`src/rtl/bomb_game_ctrl_if.sv`:
```
// Game controller bus: round control and puzzle-module signals in,
// arming mask, game status, strike count and timer out.
interface bomb_game_ctrl_if #(
  parameter int NUM_MODULES = 4,
  parameter int SW          = 2
);
  logic                   begin_setup;
  logic [NUM_MODULES-1:0] module_defused;
  logic [NUM_MODULES-1:0] module_strike;
  logic [NUM_MODULES-1:0] enable;
  logic                   accum_enable;
  logic                   game_won;
  logic                   game_lost;
  logic [SW-1:0]          strikes;
  logic [15:0]            seconds_left;
  logic                   one_hz;
  logic [2:0]             state;

  // Game FSM / puzzle side: drives round start and module events
  modport master (
    output begin_setup, module_defused, module_strike,
    input  enable, accum_enable, game_won, game_lost,
           strikes, seconds_left, one_hz, state
  );

  // Controller side
  modport slave (
    input  begin_setup, module_defused, module_strike,
    output enable, accum_enable, game_won, game_lost,
           strikes, seconds_left, one_hz, state
  );
endinterface

```
`src/rtl/bomb_game_ctrl.sv`:
```
// Bomb game controller: arms a (pseudo)random subset of puzzle modules,
// runs the countdown, counts strikes, latches defuse status and decides
// the outcome of a round. All outputs come straight from registers.
module bomb_game_ctrl #(
  parameter int          NUM_MODULES  = 4,
  parameter int          MAX_STRIKES  = 3,
  parameter int          TIME_SECONDS = 300,
  parameter int          CLK_HZ       = 27000000,
  parameter logic [15:0] LFSR_SEED    = 16'hACE1,
  parameter int          RANDOM_EN    = 1,
  parameter int          MIN_ACTIVE   = 1
) (
  input logic              clock,
  input logic              reset,
  bomb_game_ctrl_if.slave  bus
);

  localparam int SW = $clog2(MAX_STRIKES + 1);
  localparam int PW = $clog2(CLK_HZ);

  localparam logic [2:0] S_IDLE  = 3'd0;
  localparam logic [2:0] S_SETUP = 3'd1;
  localparam logic [2:0] S_ARMED = 3'd2;
  localparam logic [2:0] S_WON   = 3'd3;
  localparam logic [2:0] S_LOST  = 3'd4;

  // Galois taps for x^16+x^14+x^13+x^11+1 (right-shifting form)
  localparam logic [15:0]            LFSR_TAPS  = 16'hB400;
  localparam logic [NUM_MODULES-1:0] ALL_ONES   = {NUM_MODULES{1'b1}};
  localparam logic [PW-1:0]          PRESC_LAST = PW'(CLK_HZ - 1);
  localparam logic [15:0]            TIME_INIT  = 16'(TIME_SECONDS);
  localparam logic [SW-1:0]          STRIKE_MAX = SW'(MAX_STRIKES);
  localparam logic [5:0]             STRIKE_LIM = 6'(MAX_STRIKES);
  localparam logic [5:0]             MIN_ACT    = 6'(MIN_ACTIVE);

  // Number of set bits in a module mask (at most 16, fits in 5 bits)
  function automatic logic [4:0] popcount(input logic [NUM_MODULES-1:0] v);
    logic [4:0] cnt;
    cnt = 5'd0;
    for (int i = 0; i < NUM_MODULES; i++) begin
      cnt = cnt + 5'(v[i]);
    end
    return cnt;
  endfunction

  logic [2:0]             state_r;
  logic [15:0]            lfsr_r;
  logic [NUM_MODULES-1:0] enable_r;
  logic [NUM_MODULES-1:0] latch_r;
  logic [SW-1:0]          strikes_r;
  logic [15:0]            seconds_r;
  logic [PW-1:0]          presc_r;
  logic                   accum_r;
  logic                   won_r;
  logic                   lost_r;
  logic                   one_hz_r;

  logic [15:0]            lfsr_next_s;
  logic [NUM_MODULES-1:0] arm_mask_s;
  logic                   tick_s;
  logic                   timeout_s;
  logic [NUM_MODULES-1:0] latch_next_s;
  logic [NUM_MODULES-1:0] valid_strike_s;
  logic [5:0]             strike_sum_s;
  logic [SW-1:0]          strikes_next_s;
  logic                   lose_s;
  logic                   win_s;

  // LFSR step and the arming mask taken from the current LFSR value
  always_comb begin
    lfsr_next_s = lfsr_r >> 1;
    if (lfsr_r[0]) begin
      lfsr_next_s = (lfsr_r >> 1) ^ LFSR_TAPS;
    end else begin
      lfsr_next_s = lfsr_r >> 1;
    end
    arm_mask_s = ALL_ONES;
    if (RANDOM_EN != 0) begin
      if ({1'b0, popcount(lfsr_r[NUM_MODULES-1:0])} < MIN_ACT) begin
        arm_mask_s = ALL_ONES;
      end else begin
        arm_mask_s = lfsr_r[NUM_MODULES-1:0];
      end
    end else begin
      arm_mask_s = ALL_ONES;
    end
  end

  // ARMED-cycle next values: timer tick, defuse latch, strike count, outcome
  always_comb begin
    tick_s         = (presc_r == PRESC_LAST);
    timeout_s      = tick_s && (seconds_r == 16'd1);
    latch_next_s   = latch_r | (bus.module_defused & enable_r);
    // A module already defused can no longer hand out strikes
    valid_strike_s = bus.module_strike & enable_r & ~latch_r;
    strike_sum_s   = 6'(strikes_r) + 6'(popcount(valid_strike_s));
    strikes_next_s = strikes_r;
    if (strike_sum_s >= STRIKE_LIM) begin
      strikes_next_s = STRIKE_MAX;
    end else begin
      strikes_next_s = strike_sum_s[SW-1:0];
    end
    lose_s = (strike_sum_s >= STRIKE_LIM) || timeout_s;
    win_s  = ((latch_next_s & enable_r) == enable_r);
  end

  // Round state machine and all output registers
  always_ff @(posedge clock) begin
    if (reset) begin
      state_r   <= S_IDLE;
      lfsr_r    <= LFSR_SEED;
      enable_r  <= {NUM_MODULES{1'b0}};
      latch_r   <= {NUM_MODULES{1'b0}};
      strikes_r <= {SW{1'b0}};
      seconds_r <= 16'd0;
      presc_r   <= {PW{1'b0}};
      accum_r   <= 1'b0;
      won_r     <= 1'b0;
      lost_r    <= 1'b0;
      one_hz_r  <= 1'b0;
    end else begin
      lfsr_r <= lfsr_next_s;
      case (state_r)
        S_IDLE: begin
          one_hz_r <= 1'b0;
          accum_r  <= 1'b0;
          if (bus.begin_setup) begin
            state_r <= S_SETUP;
          end else begin
            state_r <= S_IDLE;
          end
        end
        S_SETUP: begin
          enable_r  <= arm_mask_s;
          seconds_r <= TIME_INIT;
          strikes_r <= {SW{1'b0}};
          latch_r   <= {NUM_MODULES{1'b0}};
          presc_r   <= {PW{1'b0}};
          won_r     <= 1'b0;
          lost_r    <= 1'b0;
          one_hz_r  <= 1'b0;
          accum_r   <= 1'b1;
          state_r   <= S_ARMED;
        end
        S_ARMED: begin
          latch_r   <= latch_next_s;
          strikes_r <= strikes_next_s;
          if (tick_s) begin
            presc_r <= {PW{1'b0}};
          end else begin
            presc_r <= presc_r + PW'(1);
          end
          // The expiring second is not counted down: the display freezes at 1
          if (tick_s && !timeout_s && (seconds_r != 16'd0)) begin
            seconds_r <= seconds_r - 16'd1;
          end else begin
            seconds_r <= seconds_r;
          end
          if (lose_s) begin
            state_r  <= S_LOST;
            lost_r   <= 1'b1;
            accum_r  <= 1'b0;
            one_hz_r <= 1'b0;
          end else if (win_s) begin
            state_r  <= S_WON;
            won_r    <= 1'b1;
            accum_r  <= 1'b0;
            one_hz_r <= 1'b0;
          end else begin
            state_r  <= S_ARMED;
            accum_r  <= 1'b1;
            one_hz_r <= tick_s;
          end
        end
        S_WON, S_LOST: begin
          accum_r  <= 1'b0;
          one_hz_r <= 1'b0;
          if (bus.begin_setup) begin
            won_r   <= 1'b0;
            lost_r  <= 1'b0;
            state_r <= S_SETUP;
          end else begin
            state_r <= state_r;
          end
        end
        default: begin
          state_r  <= S_IDLE;
          accum_r  <= 1'b0;
          one_hz_r <= 1'b0;
          won_r    <= 1'b0;
          lost_r   <= 1'b0;
        end
      endcase
    end
  end

  assign bus.enable       = enable_r;
  assign bus.accum_enable = accum_r;
  assign bus.game_won     = won_r;
  assign bus.game_lost    = lost_r;
  assign bus.strikes      = strikes_r;
  assign bus.seconds_left = seconds_r;
  assign bus.one_hz       = one_hz_r;
  assign bus.state        = state_r;

endmodule

```
`src/flat_wrapper.sv`:
```
// flat-port wrapper written by rule: the top's interface ports become plain ports
module bomb_game_ctrl_flat 
#(
  parameter int          NUM_MODULES  = 4,
  parameter int          MAX_STRIKES  = 3,
  parameter int          TIME_SECONDS = 300,
  parameter int          CLK_HZ       = 27000000,
  parameter logic [15:0] LFSR_SEED    = 16'hACE1,
  parameter int          RANDOM_EN    = 1,
  parameter int          MIN_ACTIVE   = 1
)
  (clock, reset, bus_begin_setup, bus_module_defused, bus_module_strike, bus_enable, bus_accum_enable, bus_game_won, bus_game_lost, bus_strikes, bus_seconds_left, bus_one_hz, bus_state);
  bomb_game_ctrl_if #(.NUM_MODULES(NUM_MODULES), .SW(2)) bus_i ();
  input logic clock;
  input logic reset;
  input wire logic [$bits(bus_i.begin_setup)-1:0] bus_begin_setup;
  input wire logic [$bits(bus_i.module_defused)-1:0] bus_module_defused;
  input wire logic [$bits(bus_i.module_strike)-1:0] bus_module_strike;
  output wire logic [$bits(bus_i.enable)-1:0] bus_enable;
  output wire logic [$bits(bus_i.accum_enable)-1:0] bus_accum_enable;
  output wire logic [$bits(bus_i.game_won)-1:0] bus_game_won;
  output wire logic [$bits(bus_i.game_lost)-1:0] bus_game_lost;
  output wire logic [$bits(bus_i.strikes)-1:0] bus_strikes;
  output wire logic [$bits(bus_i.seconds_left)-1:0] bus_seconds_left;
  output wire logic [$bits(bus_i.one_hz)-1:0] bus_one_hz;
  output wire logic [$bits(bus_i.state)-1:0] bus_state;
  assign bus_i.begin_setup = bus_begin_setup;
  assign bus_i.module_defused = bus_module_defused;
  assign bus_i.module_strike = bus_module_strike;
  assign bus_enable = bus_i.enable;
  assign bus_accum_enable = bus_i.accum_enable;
  assign bus_game_won = bus_i.game_won;
  assign bus_game_lost = bus_i.game_lost;
  assign bus_strikes = bus_i.strikes;
  assign bus_seconds_left = bus_i.seconds_left;
  assign bus_one_hz = bus_i.one_hz;
  assign bus_state = bus_i.state;
  bomb_game_ctrl #(.NUM_MODULES(NUM_MODULES), .MAX_STRIKES(MAX_STRIKES), .TIME_SECONDS(TIME_SECONDS), .CLK_HZ(CLK_HZ), .LFSR_SEED(LFSR_SEED), .RANDOM_EN(RANDOM_EN), .MIN_ACTIVE(MIN_ACTIVE)) u_core (.clock(clock), .reset(reset), .bus(bus_i));
endmodule
```
`config.mk`:
```
export PLATFORM = sky130hd
export DESIGN_NAME = bomb_game_ctrl_flat
export DESIGN_NICKNAME = d
export VERILOG_FILES = /design/src/rtl/bomb_game_ctrl_if.sv /design/src/rtl/bomb_game_ctrl.sv /design/src/flat_wrapper.sv
export SDC_FILE = /design/constraint.sdc
export NUM_CORES = 1
export LEC_CHECK = 0
export BUFFER_PORTS_ARGS = -buffer_cell sky130_fd_sc_hd__buf_2
export CAP_MARGIN = 20
export CORE_MARGIN = 2
export CORE_UTILIZATION = 53
export DETAILED_ROUTE_END_ITERATION = 6
export GPL_TIMING_DRIVEN = 0
export PLACE_DENSITY = 0.73
export SYNTH_ARGS = -nofsm -noshare
export SYNTH_HDL_FRONTEND = slang
export SYNTH_SLANG_ARGS = --single-unit
```
`constraint.sdc`:
```
create_clock -name clock -period 3 [get_ports clock]
set_input_delay 0.6 -clock clock [delete_from_list [all_inputs] [get_ports clock]]
set_output_delay 0.6 -clock clock [all_outputs]
set_load 0.01 [all_outputs]
```
==> out/metrics.cfg <==
[route]
vias=3281
drt_iter0_drc=164
first_pass_iters=5
via_per_inst=6.13
routed_wl_um=8700
ant_nets=0
drc=0
post_drt_wl_per_cell_um=16.3

[synth]
synth_cells=400
synth_cell_types=57
syn_nets=422
yosys_most_used_dff=dfxtp_1
synth_edf_count=0
avgSynthCellArea_um2=9.00
synth_area_um2=3600
synthArstFlopShare_pct=0
yosysSeqAreaShare_pct=41.1
yosysWarnings=0
ys_ff_latch=74

[global_route]
grtUsageTotal_pct=23.8
grt_max_degree=14
antenna_found_initial=0
grt_pass1_vias=3017
grt_first_pass_wirelength_um=14200
overflow=0

[floorplan]
row_count=30
num_io_pins=40
core-area_um2=6680
start_util_pct=53.9
die_x_um=86.4
dieArea_um2=7470
die_h_um=86.4

[timing]
clock.fmax_mhz=346
tightest_slew_ns=0.759
finalSetupViolCount=0
timing.final.crit_share_pct=96.4
fin_skew_ns=0.0134
relSlewSlack_pct=49.1
final_hold_viol_count=0
slew_viol_final=0
finalCriticalPeriod_ns=2.89
rsz0062_at_grt=true

[final_layout]
layout-drive-gt1-share_pct=18.9
layout_common_cells=dfxtp_1, buf_2, nand2_1, nor2_1, a21oi_1
final_common_cell=dfxtp_1
nets=472
syn_to_final_growth_pct=15.4
finish.utilization_pct=62.2
diodes=0
final_cells=535

[worst_setup_path]
crit_path_max_incr_delay_ns=0.41
critPathCaptureType=register
worstPathRequired_ns=3.20
crit_fanout=5
worstPathArrival_ns=3.09
start_kind=register
timing.rr.start=u_core.bus.enable[0]
critPathKind=register to register
cp-startpoint=u_core.bus.enable[0]
reg2reg_depth=10
worst_path_max_delay_cell=fa_1
r2r_end=u_core.bus.accum_enable
endpoint=u_core.bus.accum_enable
worstPathCellList=and3b_1 -> ha_1 -> fa_1 -> ha_1 -> fa_1 -> and2_1 -> a21oi_2 -> a211oi_2 -> o21ai_1 -> o22ai_1
rrSetupSlack_ns=0.11

[clock_network]
cts_setup_buffers=0
numCtsBuffers=9
ctsHoldBuffers=0
clock-sinks=74
ctsRootBufferMaster=clkbuf_8
clk_pin_slew_ns=0.09
h-tree-depth=3
clk_latency_ns=0.36
cts.path.max_buffers=2
cts_tree=built

[pwr]
p_leak_nw=1.65
power_density_nw_per_um2=654
ir_drop_mv=0.338

[place]
dp.final_hpwl_um=6150
gp_congestion=0.847
placed_cells=519
io_buffers=39

[min_path]
hold_class=register to register

[outcome]
status=finished clean

[run]
drv_cap=0

-- what timing repair did --
action / in CTS / in global routing
gates cloned: 0 / 0
endpoints found under the setup margin: 1 / 2
pin swaps: 0 / 1
gates resized for setup: 2 / 1
-- final cells by class --
cell class                      instances  area, um2
Inverter                                9       33.8
Sequential cell                        74       1480
Clock inverter                          6        113
Timing Repair Buffer                   39        195
Multi-Input combinational cell        298       2000
Tap cell                               80        100
Fill cell                             601       2530
Clock buffer                           10        138
Buffer                                 19       90.1
-- through the flow --
step | instance area (um2) | hold WS (ns) | setup TNS, ns | total power, mW | setup WS [ns]
global route | 4160 | 0.424 | -0.000481 | 2.85 | -0.000481
floorplan | 3600 | 0.389 | 0 | 1.56 | 0.0304
finish | 4160 | 0.413 | 0 | 2.72 | 0.108
CTS | 4160 | 0.417 | 0 | 2.72 | 0.0833
global placement | 3900 | 0.395 | -1.53 | 1.74 | -0.292
detailed placement | 3900 | 0.399 | -1.79 | 1.76 | -0.320
-- registers in the layout, indices dropped and copies added, names as in the netlist, 2 cells and up --
| signal | flops |
|---|---|
| u_core.lfsr_r | 16 |
| u_core.bus.strikes | 2 |
| u_core.bus.enable | 4 |
| u_core.bus.state | 3 |
| u_core.presc_r | 25 |
| u_core.bus.seconds_left | 16 |
| u_core.latch_r | 4 |
-- worst min path at each step --
stage | start | endpoint | slack, ns | cells after the start
floorplan | u_core.lfsr_r[12] | u_core.lfsr_r[11] | 0.39 | 1
detailed placement | u_core.lfsr_r[6] | u_core.lfsr_r[5] | 0.40 | 1
global placement | u_core.lfsr_r[12] | u_core.lfsr_r[11] | 0.40 | 1
global route | u_core.lfsr_r[12] | u_core.lfsr_r[11] | 0.42 | 1
finish | u_core.lfsr_r[12] | u_core.lfsr_r[11] | 0.41 | 1
CTS | u_core.lfsr_r[12] | u_core.lfsr_r[11] | 0.42 | 1
-- where the power goes --
group | internal, mW | leakage [nW] | switching [mW]
clock | 0.578 | 0.127 | 0.395
combinational | 0.217 | 0.921 | 0.405
sequential | 1.05 | 0.603 | 0.0723
total | 1.85 | 1.65 | 0.872
-- cell families after synthesis --
family,share of synthesized area (%)
flops,41.1
xor+xnor,2.68
simple gates,29.0
compound gates,17.9
buf+inv,3.44
mux,1.39
fa+ha+maj,4.45
-- synthesized netlist by cell type (all sizes together), types with 6 or more instances --
master,count,area [um2]
xnor2,9,78.8
dfxtp,74,1480
clkbuf,9,33.8
a31oi,11,68.8
inv,9,33.8
nor2b,7,43.8
a21oi,27,135
nand2,32,120
nor2,28,105
a22o,7,61.3
or3,8,50.1
ha,8,100
nand3,16,90.1
nor4,9,77.6
nor3,8,40.0
or2,6,37.5
o21ai,17,85.1
nor3b,7,57.6
nand4,11,98.8
and3,6,38.8
or4,12,90.1
buf,10,56.3
-- routing by layer --
metal	wire length (um)	vias up	share of wire [%]	GRT usage, %
li1	-	1601	-	-
met1	4000	1566	46	30.9
met2	4070	99	47	38.3
met3	486	15	5.6	5.81
met4	140	0	1.6	8.95
met5	0	-	0	0
-- critical path: cells and delay by family (launching register included) --
| family | cells | cell delay [ns] |
|---|---|---|
| flip-flops | 1 | 0.37 |
| adder cells (fa/ha/maj) | 4 | 1.45 |
| AND/OR/NAND/NOR | 2 | 0.38 |
| AO/OA/AOI/OAI | 4 | 0.54 |
Power figures use the tool's default switching activity.
